`config.mk`:
```
export PLATFORM = sky130hd
export DESIGN_NAME = interrupt_sequencer
export DESIGN_NICKNAME = d
export VERILOG_FILES = /design/src/rtl/interrupt_sequencer.sv
export SDC_FILE = /design/constraint.sdc
export NUM_CORES = 1
export LEC_CHECK = 0
export ABC_AREA = 1
export BUFFER_PORTS_ARGS = -buffer_cell sky130_fd_sc_hd__buf_2
export CAP_MARGIN = 15
export CORE_UTILIZATION = 56
export DETAILED_ROUTE_END_ITERATION = 7
export PLACE_DENSITY = 0.79
export RECOVER_POWER = 50
export SLEW_MARGIN = 20
export SYNTH_ARGS = -nofsm -noshare
export SYNTH_HDL_FRONTEND = slang
export SYNTH_SLANG_ARGS = --single-unit
```
`constraint.sdc`:
```
create_clock -name clk -period 4.2 [get_ports clk]
set_clock_uncertainty 0.15 [all_clocks]
set_input_delay 1.26 -clock clk [delete_from_list [all_inputs] [get_ports clk]]
set_output_delay 1.26 -clock clk [all_outputs]
set_load 0.03 [all_outputs]
```
`src/rtl/interrupt_sequencer.sv`:
```
// interrupt_sequencer
// Priority resolver and INTA sequencer for the 8-level programmable
// interrupt controller. Arbitrates unmasked requests, raises int_out,
// follows the two-pulse INTA handshake, owns the in-service register
// and the rotating priority pointer.
//
// Optional feature macro: ROTATE_AEOI_EN
//   defined   -> OCW2 100/000 set/clear a rotate-in-AEOI flag; with
//                auto_eoi set, the end of an acknowledge also rotates
//                the priority so the serviced level becomes lowest.
//   undefined -> OCW2 100/000 are no-ops and AEOI never rotates.
//
// Ports:
//   clk                 system clock
//   rst_n               asynchronous active-low reset
//   irr                 interrupt request register
//   imr                 interrupt mask, 1 = masked
//   ocw2                OCW2 command byte
//   ocw2_wr             one-clock strobe qualifying ocw2
//   auto_eoi            AEOI mode from ICW4
//   inta_n              interrupt acknowledge, active low, clk-synchronous
//   int_out             interrupt request to the CPU
//   isr                 in-service register
//   isr_highest_bit     one-hot level being acknowledged
//   number_of_ack       INTA pulses seen in the current sequence
//   send_vector_address control logic drives the vector onto the bus
//   irr_clear           one-clock one-hot pulse telling IRR to clear a bit

module interrupt_sequencer #(
   parameter int         NUM_IRQ        = 8,
   parameter logic [2:0] SPURIOUS_LEVEL = 3'd7
) (
   input  logic               clk,
   input  logic               rst_n,
   input  logic [NUM_IRQ-1:0] irr,
   input  logic [NUM_IRQ-1:0] imr,
   input  logic [7:0]         ocw2,
   input  logic               ocw2_wr,
   input  logic               auto_eoi,
   input  logic               inta_n,
   output logic               int_out,
   output logic [NUM_IRQ-1:0] isr,
   output logic [NUM_IRQ-1:0] isr_highest_bit,
   output logic [1:0]         number_of_ack,
   output logic               send_vector_address,
   output logic [NUM_IRQ-1:0] irr_clear
);

   typedef enum logic [1:0] {
      IDLE = 2'd0,
      ACK1 = 2'd1,
      ACK2 = 2'd2
   } state_t;

   localparam logic [NUM_IRQ-1:0] ONE_HOT_BASE = NUM_IRQ'(1);

   state_t             state_q;
   logic               inta_q;
   logic               int_out_q;
   logic [NUM_IRQ-1:0] isr_q;
   logic [NUM_IRQ-1:0] isr_d;
   logic [NUM_IRQ-1:0] isr_highest_bit_q;
   logic [1:0]         number_of_ack_q;
   logic               send_vector_address_q;
   logic [NUM_IRQ-1:0] irr_clear_q;
   logic [2:0]         lowest_priority_q;
   logic [2:0]         lowest_priority_d;
   logic [2:0]         lvl_q;
   logic               spurious_q;
   logic               rotate_aeoi;
`ifdef ROTATE_AEOI_EN
   logic               rotate_aeoi_q;
`endif

   logic [NUM_IRQ-1:0] cand;
   logic [2:0]         startLevel;
   logic [2:0]         scanLevel;
   logic               selValid;
   logic [2:0]         selLevel;
   logic [2:0]         selRank;
   logic               topValid;
   logic [2:0]         topLevel;
   logic [2:0]         topRank;
   logic               pending;

   logic               fallEdge;
   logic               riseEdge;

   logic [NUM_IRQ-1:0] ocwClrMask;
   logic               ocwRotate;
   logic [2:0]         ocwRotLevel;
   logic               ocwAeoiSet;
   logic               ocwAeoiClr;
   logic [1:0]         ocwFieldUnused;

   logic [2:0]         ackLevel;
   logic [NUM_IRQ-1:0] isrSetMask;
   logic               aeoiClear;
   logic [NUM_IRQ-1:0] aeoiClrMask;
   logic               aeoiRotate;

   assign cand       = irr & ~imr;
   assign startLevel = lowest_priority_q + 3'd1;
   assign fallEdge   = inta_q & ~inta_n;
   assign riseEdge   = ~inta_q & inta_n;

   // bits [4:3] only identify the word as an OCW2 and carry no command
   assign ocwFieldUnused = ocw2[4:3];

   // Walk the levels from the highest-priority position down to the
   // lowest. Scanning the ranks in reverse lets the highest-priority hit
   // be the last assignment, giving both the winning level and its rank.
   always_comb begin
      scanLevel = 3'd0;
      selValid  = 1'b0;
      selLevel  = 3'd0;
      selRank   = 3'd0;
      topValid  = 1'b0;
      topLevel  = 3'd0;
      topRank   = 3'd0;
      for (int k = NUM_IRQ - 1; k >= 0; k--) begin
         scanLevel = startLevel + 3'(k);
         if (cand[scanLevel]) begin
            selValid = 1'b1;
            selLevel = scanLevel;
            selRank  = 3'(k);
         end
         if (isr_q[scanLevel]) begin
            topValid = 1'b1;
            topLevel = scanLevel;
            topRank  = 3'(k);
         end
      end
   end

   // Fully nested mode: a request only interrupts when nothing is in
   // service or it outranks the highest level already in service.
   assign pending = selValid && (!topValid || (selRank < topRank));

   // OCW2 command decode. Non-specific forms act on the highest level in
   // service and do nothing at all when the ISR is empty.
   always_comb begin
      ocwClrMask  = '0;
      ocwRotate   = 1'b0;
      ocwRotLevel = lowest_priority_q;
      ocwAeoiSet  = 1'b0;
      ocwAeoiClr  = 1'b0;
      if (ocw2_wr) begin
         case (ocw2[7:5])
            3'b001: begin
               if (topValid) begin
                  ocwClrMask = ONE_HOT_BASE << topLevel;
               end
            end
            3'b011: begin
               ocwClrMask = ONE_HOT_BASE << ocw2[2:0];
            end
            3'b101: begin
               if (topValid) begin
                  ocwClrMask  = ONE_HOT_BASE << topLevel;
                  ocwRotate   = 1'b1;
                  ocwRotLevel = topLevel;
               end
            end
            3'b111: begin
               ocwClrMask  = ONE_HOT_BASE << ocw2[2:0];
               ocwRotate   = 1'b1;
               ocwRotLevel = ocw2[2:0];
            end
            3'b110: begin
               ocwRotate   = 1'b1;
               ocwRotLevel = ocw2[2:0];
            end
            3'b100: begin
               ocwAeoiSet = 1'b1;
            end
            3'b000: begin
               ocwAeoiClr = 1'b1;
            end
            default: begin
               ocwRotate = 1'b0;
            end
         endcase
      end
   end

`ifdef ROTATE_AEOI_EN
   assign rotate_aeoi = rotate_aeoi_q;
`else
   assign rotate_aeoi = 1'b0;
`endif

   // Handshake side effects on the ISR and priority pointer. The EOI
   // clear is applied first so an acknowledge set of the same bit wins.
   always_comb begin
      ackLevel    = pending ? selLevel : SPURIOUS_LEVEL;
      isrSetMask  = '0;
      if ((state_q == IDLE) && fallEdge && pending) begin
         isrSetMask = ONE_HOT_BASE << selLevel;
      end
      aeoiClear   = (state_q == ACK2) && riseEdge && auto_eoi && !spurious_q;
      aeoiClrMask = aeoiClear ? (ONE_HOT_BASE << lvl_q) : '0;
      aeoiRotate  = aeoiClear && rotate_aeoi;
      isr_d       = (isr_q & ~ocwClrMask & ~aeoiClrMask) | isrSetMask;
      if (aeoiRotate) begin
         lowest_priority_d = lvl_q;
      end else if (ocwRotate) begin
         lowest_priority_d = ocwRotLevel;
      end else begin
         lowest_priority_d = lowest_priority_q;
      end
   end

`ifdef ROTATE_AEOI_EN
   // Rotate-in-AEOI flag, set and cleared by OCW2.
   always_ff @(posedge clk or negedge rst_n) begin
      if (!rst_n) begin
         rotate_aeoi_q <= 1'b0;
      end else if (ocwAeoiSet) begin
         rotate_aeoi_q <= 1'b1;
      end else if (ocwAeoiClr) begin
         rotate_aeoi_q <= 1'b0;
      end
   end
`endif

   // INTA sequencer: IDLE waits for the first INTA falling edge and
   // latches the level, ACK1 waits for the second falling edge, ACK2
   // holds the vector on the bus until INTA rises again.
   always_ff @(posedge clk or negedge rst_n) begin
      if (!rst_n) begin
         state_q               <= IDLE;
         inta_q                <= 1'b1;
         int_out_q             <= 1'b0;
         isr_q                 <= '0;
         isr_highest_bit_q     <= '0;
         number_of_ack_q       <= 2'd0;
         send_vector_address_q <= 1'b0;
         irr_clear_q           <= '0;
         lowest_priority_q     <= 3'd7;
         lvl_q                 <= 3'd0;
         spurious_q            <= 1'b0;
      end else begin
         inta_q            <= inta_n;
         irr_clear_q       <= '0;
         isr_q             <= isr_d;
         lowest_priority_q <= lowest_priority_d;
         case (state_q)
            IDLE: begin
               int_out_q <= pending;
               if (fallEdge) begin
                  lvl_q             <= ackLevel;
                  spurious_q        <= !pending;
                  irr_clear_q       <= isrSetMask;
                  isr_highest_bit_q <= ONE_HOT_BASE << ackLevel;
                  number_of_ack_q   <= 2'd1;
                  int_out_q         <= 1'b0;
                  state_q           <= ACK1;
               end
            end
            ACK1: begin
               int_out_q <= 1'b0;
               if (fallEdge) begin
                  number_of_ack_q       <= 2'd2;
                  send_vector_address_q <= 1'b1;
                  state_q               <= ACK2;
               end
            end
            ACK2: begin
               int_out_q <= 1'b0;
               if (riseEdge) begin
                  number_of_ack_q       <= 2'd0;
                  send_vector_address_q <= 1'b0;
                  state_q               <= IDLE;
               end
            end
            default: begin
               state_q <= IDLE;
            end
         endcase
      end
   end

   assign int_out             = int_out_q;
   assign isr                 = isr_q;
   assign isr_highest_bit     = isr_highest_bit_q;
   assign number_of_ack       = number_of_ack_q;
   assign send_vector_address = send_vector_address_q;
   assign irr_clear           = irr_clear_q;

endmodule

```
==> results of run 1 <==
==> registers in the layout, summed over array words and instances, names as in the netlist, 2 cells and up <==
register           count
irr_clear              8
isr                    8
isr_highest_bit        8
lowest_priority_q      3
lvl_q                  3
number_of_ack          2
state_q                2
==> area by class of cell <==
cell class                      instances  area share [%]
Multi-Input combinational cell        425            53.2
Sequential cell                        38            24.7
Inverter                               86            8.52
Timing Repair Buffer                   60            7.65
Tap cell                               75            2.42
Clock buffer                            5            1.78
Clock inverter                          3            1.78
==> stage by stage <==
step | instances | util [%] | hold slack (ps) | instance area, um^2
6_report | 692 | 65.5 | 333 | 3880
5_1_grt | 692 | 65.5 | 354 | 3880
4_1_cts | 692 | 65.8 | 337 | 3890
3_5_place_dp | 684 | 63.5 | 310 | 3760
3_3_place_gp | 684 | 63.5 | 309 | 3760
2_1_floorplan | 561 | - | 314 | 3430
==> worst max-delay path: cells and delay by family, from the launching register on <==
family / cells / cell delay (ps)
flops: 1 / 560
compound gates: 1 / 170
fa+ha+maj: 2 / 640
buf+inv: 3 / 560
simple gates: 12 / 1770
==> worst max-delay path by stage <==
| stage | start | endpoint | slack, ps |
|---|---|---|---|
| global placement | lowest_priority_q[0] | isr[1] | 360 |
| finish | lowest_priority_q[0] | isr[1] | 270 |
| CTS | lowest_priority_q[0] | isr[1] | 320 |
| floorplan | lowest_priority_q[0] | lvl_q[0] | 650 |
| global route | lowest_priority_q[0] | isr[0] | 30 |
| detailed placement | lowest_priority_q[0] | isr[1] | 340 |
==> cells by family after synthesis <==
kind of cell	after synthesis	synth area share (%)
XOR/XNOR	1	0.802
AND/OR/NAND/NOR	349	44.0
buffers and inverters	98	12.1
AO/OA/AOI/OAI	66	11.9
adder cells (fa/ha/maj)	9	3.28
flip-flops	38	27.8
==> layout by cell type, fill, tap and decap left out, drive strengths merged <==
master / n
ha: 9
o22ai: 2
clkinv: 1
nor4: 3
a21oi: 18
inv: 86
xor2: 1
nor2: 46
dfrtp: 34
a22o: 1
o211ai: 1
a41oi: 5
o21ai: 27
clkbuf: 20
a21boi: 1
o21bai: 4
o21a: 4
o41ai: 2
buf: 45
nand2: 219
dfstp: 4
nand3: 76
nand4: 3
bufinv: 2
nor3: 2
o31ai: 1
==> layer usage <==
layer | vias up | track usage [%]
li1 | 1893 | -
met1 | 1687 | 38.8
met2 | 106 | 52.4
met3 | 23 | 5.23
met4 | 0 | 11.6
met5 | - | 0
==> run metrics, run 1 <==
post-place setup slack=341 ps; Routed WL per cell=13.1 um; overall global routing resource usage=30.8%; multi-input combinational cell area=0.00206 mm^2; area fraction of the dominant cell type after synthesis=24.8%; CORE AREA=0.00592 mm^2; fraction of layout cells with a size suffix above 1=15.4%; FF-to-FF setup slack=270 ps; Cell Area, Synth=0.00343 mm^2; origin of the worst min-delay path=int_out; Achievable Freq=0.255 GHz; Final setup viols=0; post-route setup slack=271 ps; Antenna Nets Post-Route=0; data required time at the worst endpoint=4290 ps; clock slew seen by the registers of the worst setup and hold paths=80 ps; sum of net half-perimeters after detailed placement=7030 um; fin. max-slew vios=39; horizontal die dimension=80.3 um; io pins=57; synth top area cells=sky130_fd_sc_hd__dfrtp_1, sky130_fd_sc_hd__nand2_1, sky130_fd_sc_hd__nand3_1; H-tree depth=2; Starting DRT DRC Count=255; prevailing post-synth register cell=sky130_fd_sc_hd__dfrtp_1; total of flip-flops plus latches after synthesis=38; Placement Rows=28; element type at the critical path end=register; post-synthesis to final-layout area growth=12.9%; EDFF count, synth=0; initial core utilization=58.0%; unique cell type count in the Yosys netlist=36; Root Buffer Master=sky130_fd_sc_hd__clkbuf_8; depth of the worst register-to-register path=18; via count of the first global-routing pass=3488; Max FO, Critical Path=21; DRC errors left=0; grt ovf=0; first-pass GRT wire length=15400 um; met3 WL=433 um; max-slew headroom at the worst pin=-31.0%; path class of the lowest-slack min-delay path=reg2reg; worst-margin pin slew=1970 ps; Critical Setup Path Class=reg2reg; violations in the final reports=capacitance limit, slew limit; Endpoint, Worst Hold=int_out; Fin Setup TNS=0 ps; CP startpoint kind=register; chain of cells forming the critical path=inv_4 -> ha_1 -> inv_1 -> nand2_1 -> nand2_2 -> nand3_1 -> nand3_1 -> nand2_1 -> nor4_1 -> nor4_1 -> ha_1 -> a21oi_1 -> nand2_2 -> nand2_4 -> nand3_4 -> inv_4 -> nand2_2 -> nand2_1; worst-skew pair later-pin latency=290 ps; post-detailed-route via-to-cell ratio=5.36; commonest cells in the netlist=sky130_fd_sc_hd__nand2_1, sky130_fd_sc_hd__inv_1, sky130_fd_sc_hd__nand3_1; critical path arrival=4020 ps; Hold Path Stages=2; status=complete, but fails checks; crit-path max cell delay=560 ps; antenna violations before repair=0; post-CTS repair timing setup buffer count=0; routed wire length=9060 um; syn_nets=599; async set-reset flop share out of synthesis=100%; TritonCTS buffer count=5; TritonCTS clock tree=built; Post-CTS Hold Buffers=0; most frequent cell after synthesis=sky130_fd_sc_hd__nand2_1; clock period minus final worst setup slack=3930 ps; number of warnings reported in the yosys synthesis log=0; Mean Syn Cell Area=6.12 um^2; Ant. Diodes=0; number of buffer cells added on primary ports=54; sequential standard cell area=956 um^2; Crit Reg-Reg Endpoint=isr[1]; Total Nets Final=654; die outline height=80.3 um; total met2 wirelength after detailed routing=4330 um; number of gates resized after cts=0; setup repair after global routing missed its margin=no; die outline area=0.00645 mm^2; Initial DRT Pass Iterations=5; gate count of the mapped netlist=561; fill cell instance count of the final layout=561; top layer reached by signal wires=met4; Max-Cap Viols=1; sequential fraction of the synthesis area=27.8%; global placement routability congestion=0.940; final cycle utilization of the critical path=93.5%; cell taking the most area after synthesis=sky130_fd_sc_hd__dfrtp_1; final hold viol count=0; Clock Sinks=38; largest net degree at the start of global routing=39; total number of vias=3709; worst-case clock buffer depth=2; met1 wire length=4100 um; slowest library cell on the worst path=sky130_fd_sc_hd__dfstp_2; startpoint of the lowest-slack register-to-register path=lowest_priority_q[0]
Power of run 1 is left out: the tool's default activity adds up to more than one toggle a clock period on the data nets, which glitch-free logic cannot reach.
==> run 2: changes to the inputs <==
--- a/config.mk
+++ b/config.mk
@@ -10,7 +10,7 @@
 export CAP_MARGIN = 15
 export CORE_UTILIZATION = 56
 export DETAILED_ROUTE_END_ITERATION = 7
-export PLACE_DENSITY = 0.79
+export PLACE_DENSITY = 0.89
 export RECOVER_POWER = 50
 export SLEW_MARGIN = 20
 export SYNTH_ARGS = -nofsm -noshare
==> constraint.sdc (replaced) <==
create_clock -name clk -period 4.1 [get_ports clk]
set_clock_uncertainty 0.15 [all_clocks]
set_input_delay 1.23 -clock clk [delete_from_list [all_inputs] [get_ports clk]]
set_output_delay 1.23 -clock clk [all_outputs]
set_load 0.03 [all_outputs]
==> run 2 against run 1 <==
Against the previous run:
- the flow still finishes with violations (capacitance limit, slew limit)
- flip-flop and latch count stayed put
- register-to-register slack better by 20 ps
- core utilization is 0.74 points lower
- cell count is 0.14% higher
- clock-buffer cell count is 3 higher
- sequential share of layout area is 0.28 points higher
- non-clock buffer count is 1 higher
- worst setup slack better by 22 ps
- die area stayed put
- via count is 3.7% higher
- critical endpoint is now isr[2]
- highest routed layer unchanged
==> run metrics, run 2 (same netlist as run 1, synthesis figures left out) <==
die outline area=0.00645 mm^2 (unchanged); DRC errors left=0 (unchanged); sum of net half-perimeters after detailed placement=7170 um (was 7030 um); chain of cells forming the critical path=inv_4 -> ha_1 -> inv_1 -> nand2_1 -> nand2_1 -> buf_4 -> nand2_1 -> nand3_1 -> nand2_1 -> nor3_1 -> nand2_1 -> nand3_1 -> ha_1 -> a21oi_1 -> nand2_2 -> nand2_4 -> nand3_4 -> inv_4 -> nand2_2 -> nand2_1 (was inv_4 -> ha_1 -> inv_1 -> nand2_1 -> nand2_2 -> nand3_1 -> nand3_1 -> nand2_1 -> nor4_1 -> nor4_1 -> ha_1 -> a21oi_1 -> nand2_2 -> nand2_4 -> nand3_4 -> inv_4 -> nand2_2 -> nand2_1); total number of vias=3847 (was 3709); Clock Sinks=38 (unchanged); Placement Rows=28 (unchanged); Antenna Nets Post-Route=0 (unchanged); antenna violations before repair=0 (unchanged); violations in the final reports=capacitance limit, slew limit (unchanged); path class of the lowest-slack min-delay path=reg2reg (unchanged); io pins=57 (unchanged); crit path buf inv count=4 (was 3); post-synthesis to final-layout area growth=11.6% (was 12.9%); fin. max-slew vios=39 (unchanged); die outline height=80.3 um (unchanged); clock period minus final worst setup slack=3810 ps (was 3930 ps); Max-Cap Viols=1 (unchanged); Initial DRT Pass Iterations=6 (was 5); setup repair after global routing missed its margin=no (unchanged); fraction of layout cells with a size suffix above 1=15.2% (was 15.4%); H-tree depth=2 (unchanged); Post-CTS Hold Buffers=0 (unchanged); final hold viol count=0 (unchanged); overall global routing resource usage=29.6% (was 30.8%); horizontal die dimension=80.3 um (unchanged); largest net degree at the start of global routing=39 (unchanged); post-route insts no fill=693 (was 692); Crit path top cell by count=sky130_fd_sc_hd__nand2_1; Total Nets Final=655 (was 654); status=complete, but fails checks (unchanged); CORE AREA=0.00592 mm^2 (unchanged); Final setup viols=0 (unchanged); slowest library cell on the worst path=sky130_fd_sc_hd__dfstp_2 (unchanged); element type at the critical path end=register (unchanged); max-slew headroom at the worst pin=-26.1% (was -31.0%); via count of the first global-routing pass=3495 (was 3488); clock slew seen by the registers of the worst setup and hold paths=70 ps (was 80 ps); Starting DRT DRC Count=353 (was 255); TritonCTS buffer count=5 (unchanged); critical path arrival=3880 ps (was 4020 ps); Root Buffer Master=sky130_fd_sc_hd__clkbuf_8 (unchanged); Achievable Freq=0.263 GHz (was 0.255 GHz); worst-margin pin slew=1890 ps (was 1970 ps); most frequent standard cell in the layout excluding fill and tap cells=sky130_fd_sc_hd__nand2_1 (unchanged); TritonCTS clock tree=built (unchanged); most used cells in the layout excluding fill and tap cells=sky130_fd_sc_hd__nand2_1, sky130_fd_sc_hd__inv_1, sky130_fd_sc_hd__nand3_1 (unchanged); crit-path max cell delay=550 ps (was 560 ps); Fin Setup TNS=0 ps (unchanged); post-detailed-route via-to-cell ratio=5.55 (was 5.36); initial core utilization=58.0% (unchanged); Critical Setup Path Class=reg2reg (unchanged); routed wire length=9160 um (was 9060 um); Max FO, Critical Path=21 (unchanged); Ant. Diodes=0 (unchanged); count of placed standard cells including taps=685 (was 684); worst-skew pair later-pin latency=290 ps (about the same); number of buffer cells added on primary ports=54 (unchanged); final cycle utilization of the critical path=92.9% (was 93.5%); Top Family by Delay on Critical Path=simple AND/OR/NAND/NOR gates (unchanged); CP startpoint kind=register (unchanged); first-pass GRT wire length=15000 um (was 15400 um); worst-case clock buffer depth=2 (unchanged); global placement routability congestion=0.921 (was 0.940); Routed WL per cell=13.2 um (was 13.1 um); data required time at the worst endpoint=4170 ps (was 4290 ps); grt ovf=0 (unchanged)
[run 2: changes by cell type in the layout (fill, tap and decap cells not counted)]
| cell | delta |
|---|---|
| sky130_fd_sc_hd__clkinv_4 | -1 |
| sky130_fd_sc_hd__nor4_2 | +1 |
| sky130_fd_sc_hd__buf_4 | +1 |
| sky130_fd_sc_hd__clkbuf_1 | +3 |
| sky130_fd_sc_hd__nor4_1 | -1 |
| sky130_fd_sc_hd__bufinv_16 | -2 |
[run 2: timing repair]
item                       CTS  global route
resized for setup            0             1
buffers inserted             0             0
setup endpoints to repair    0             1
[run 2: final cells by class]
class,count,area [um^2]
fill,538,2090
multi-input combinational,425,2070
sequential,38,956
inverter,86,330
timing repair buffer,61,304
tap,75,93.8
clock buffer,8,80.1
[run 2: worst reg2reg max path, cell delays in order (launching register included)]
cell and delay (ps):
sky130_fd_sc_hd__dfstp_2 550, sky130_fd_sc_hd__inv_4 100, sky130_fd_sc_hd__ha_1 340, sky130_fd_sc_hd__inv_1 200, sky130_fd_sc_hd__nand2_1 80, sky130_fd_sc_hd__nand2_1 240, sky130_fd_sc_hd__buf_4 220, sky130_fd_sc_hd__nand2_1 80
sky130_fd_sc_hd__nand3_1 110, sky130_fd_sc_hd__nand2_1 90, sky130_fd_sc_hd__nor3_1 220, sky130_fd_sc_hd__nand2_1 120, sky130_fd_sc_hd__nand3_1 130, sky130_fd_sc_hd__ha_1 260, sky130_fd_sc_hd__a21oi_1 180, sky130_fd_sc_hd__nand2_2 90
sky130_fd_sc_hd__nand2_4 110, sky130_fd_sc_hd__nand3_4 120, sky130_fd_sc_hd__inv_4 140, sky130_fd_sc_hd__nand2_2 100, sky130_fd_sc_hd__nand2_1 90
[run 2: worst paths after layout]
| check | start | endpoint | slack, ps | cells after the start |
|---|---|---|---|---|
| worst max-delay path | lowest_priority_q[0] | isr[2] | 290 | 20 |
| worst min-delay path | isr_highest_bit[4] | isr_highest_bit[4] | 340 | 2 |
| worst max register to register | lowest_priority_q[0] | isr[2] | 290 | 20 |
| worst min register to register | isr_highest_bit[4] | isr_highest_bit[4] | 340 | 2 |
| max in group asynchronous | rst_n | isr_highest_bit[6] | 1400 | 1 |
| min in group asynchronous | rst_n | irr_clear[0] | 1300 | 1 |
[run 2: routing by layer]
| layer | wire length, um | global-route usage, % | up-vias |
|---|---|---|---|
| met1 | 3830 | 36.1 | 1774 |
| met2 | 4500 | 50.8 | 159 |
| met3 | 615 | 4.89 | 23 |
| met4 | 217 | 14.1 | 0 |
| li1 | - | - | 1891 |
| met5 | 0 | 0 | - |
[run 2: metrics by stage]
step	instance area (um^2)	setup slack, ps	utilization (%)	hold WS (ps)
6_report	3830	293	64.7	337
5_1_grt	3830	91.9	64.7	364
4_1_cts	3840	285	64.9	338
3_5_place_dp	3760	308	63.6	316
3_3_place_gp	3760	394	63.6	310
2_1_floorplan	3430	555	-	314
Power of run 2 is left out for the same reason.
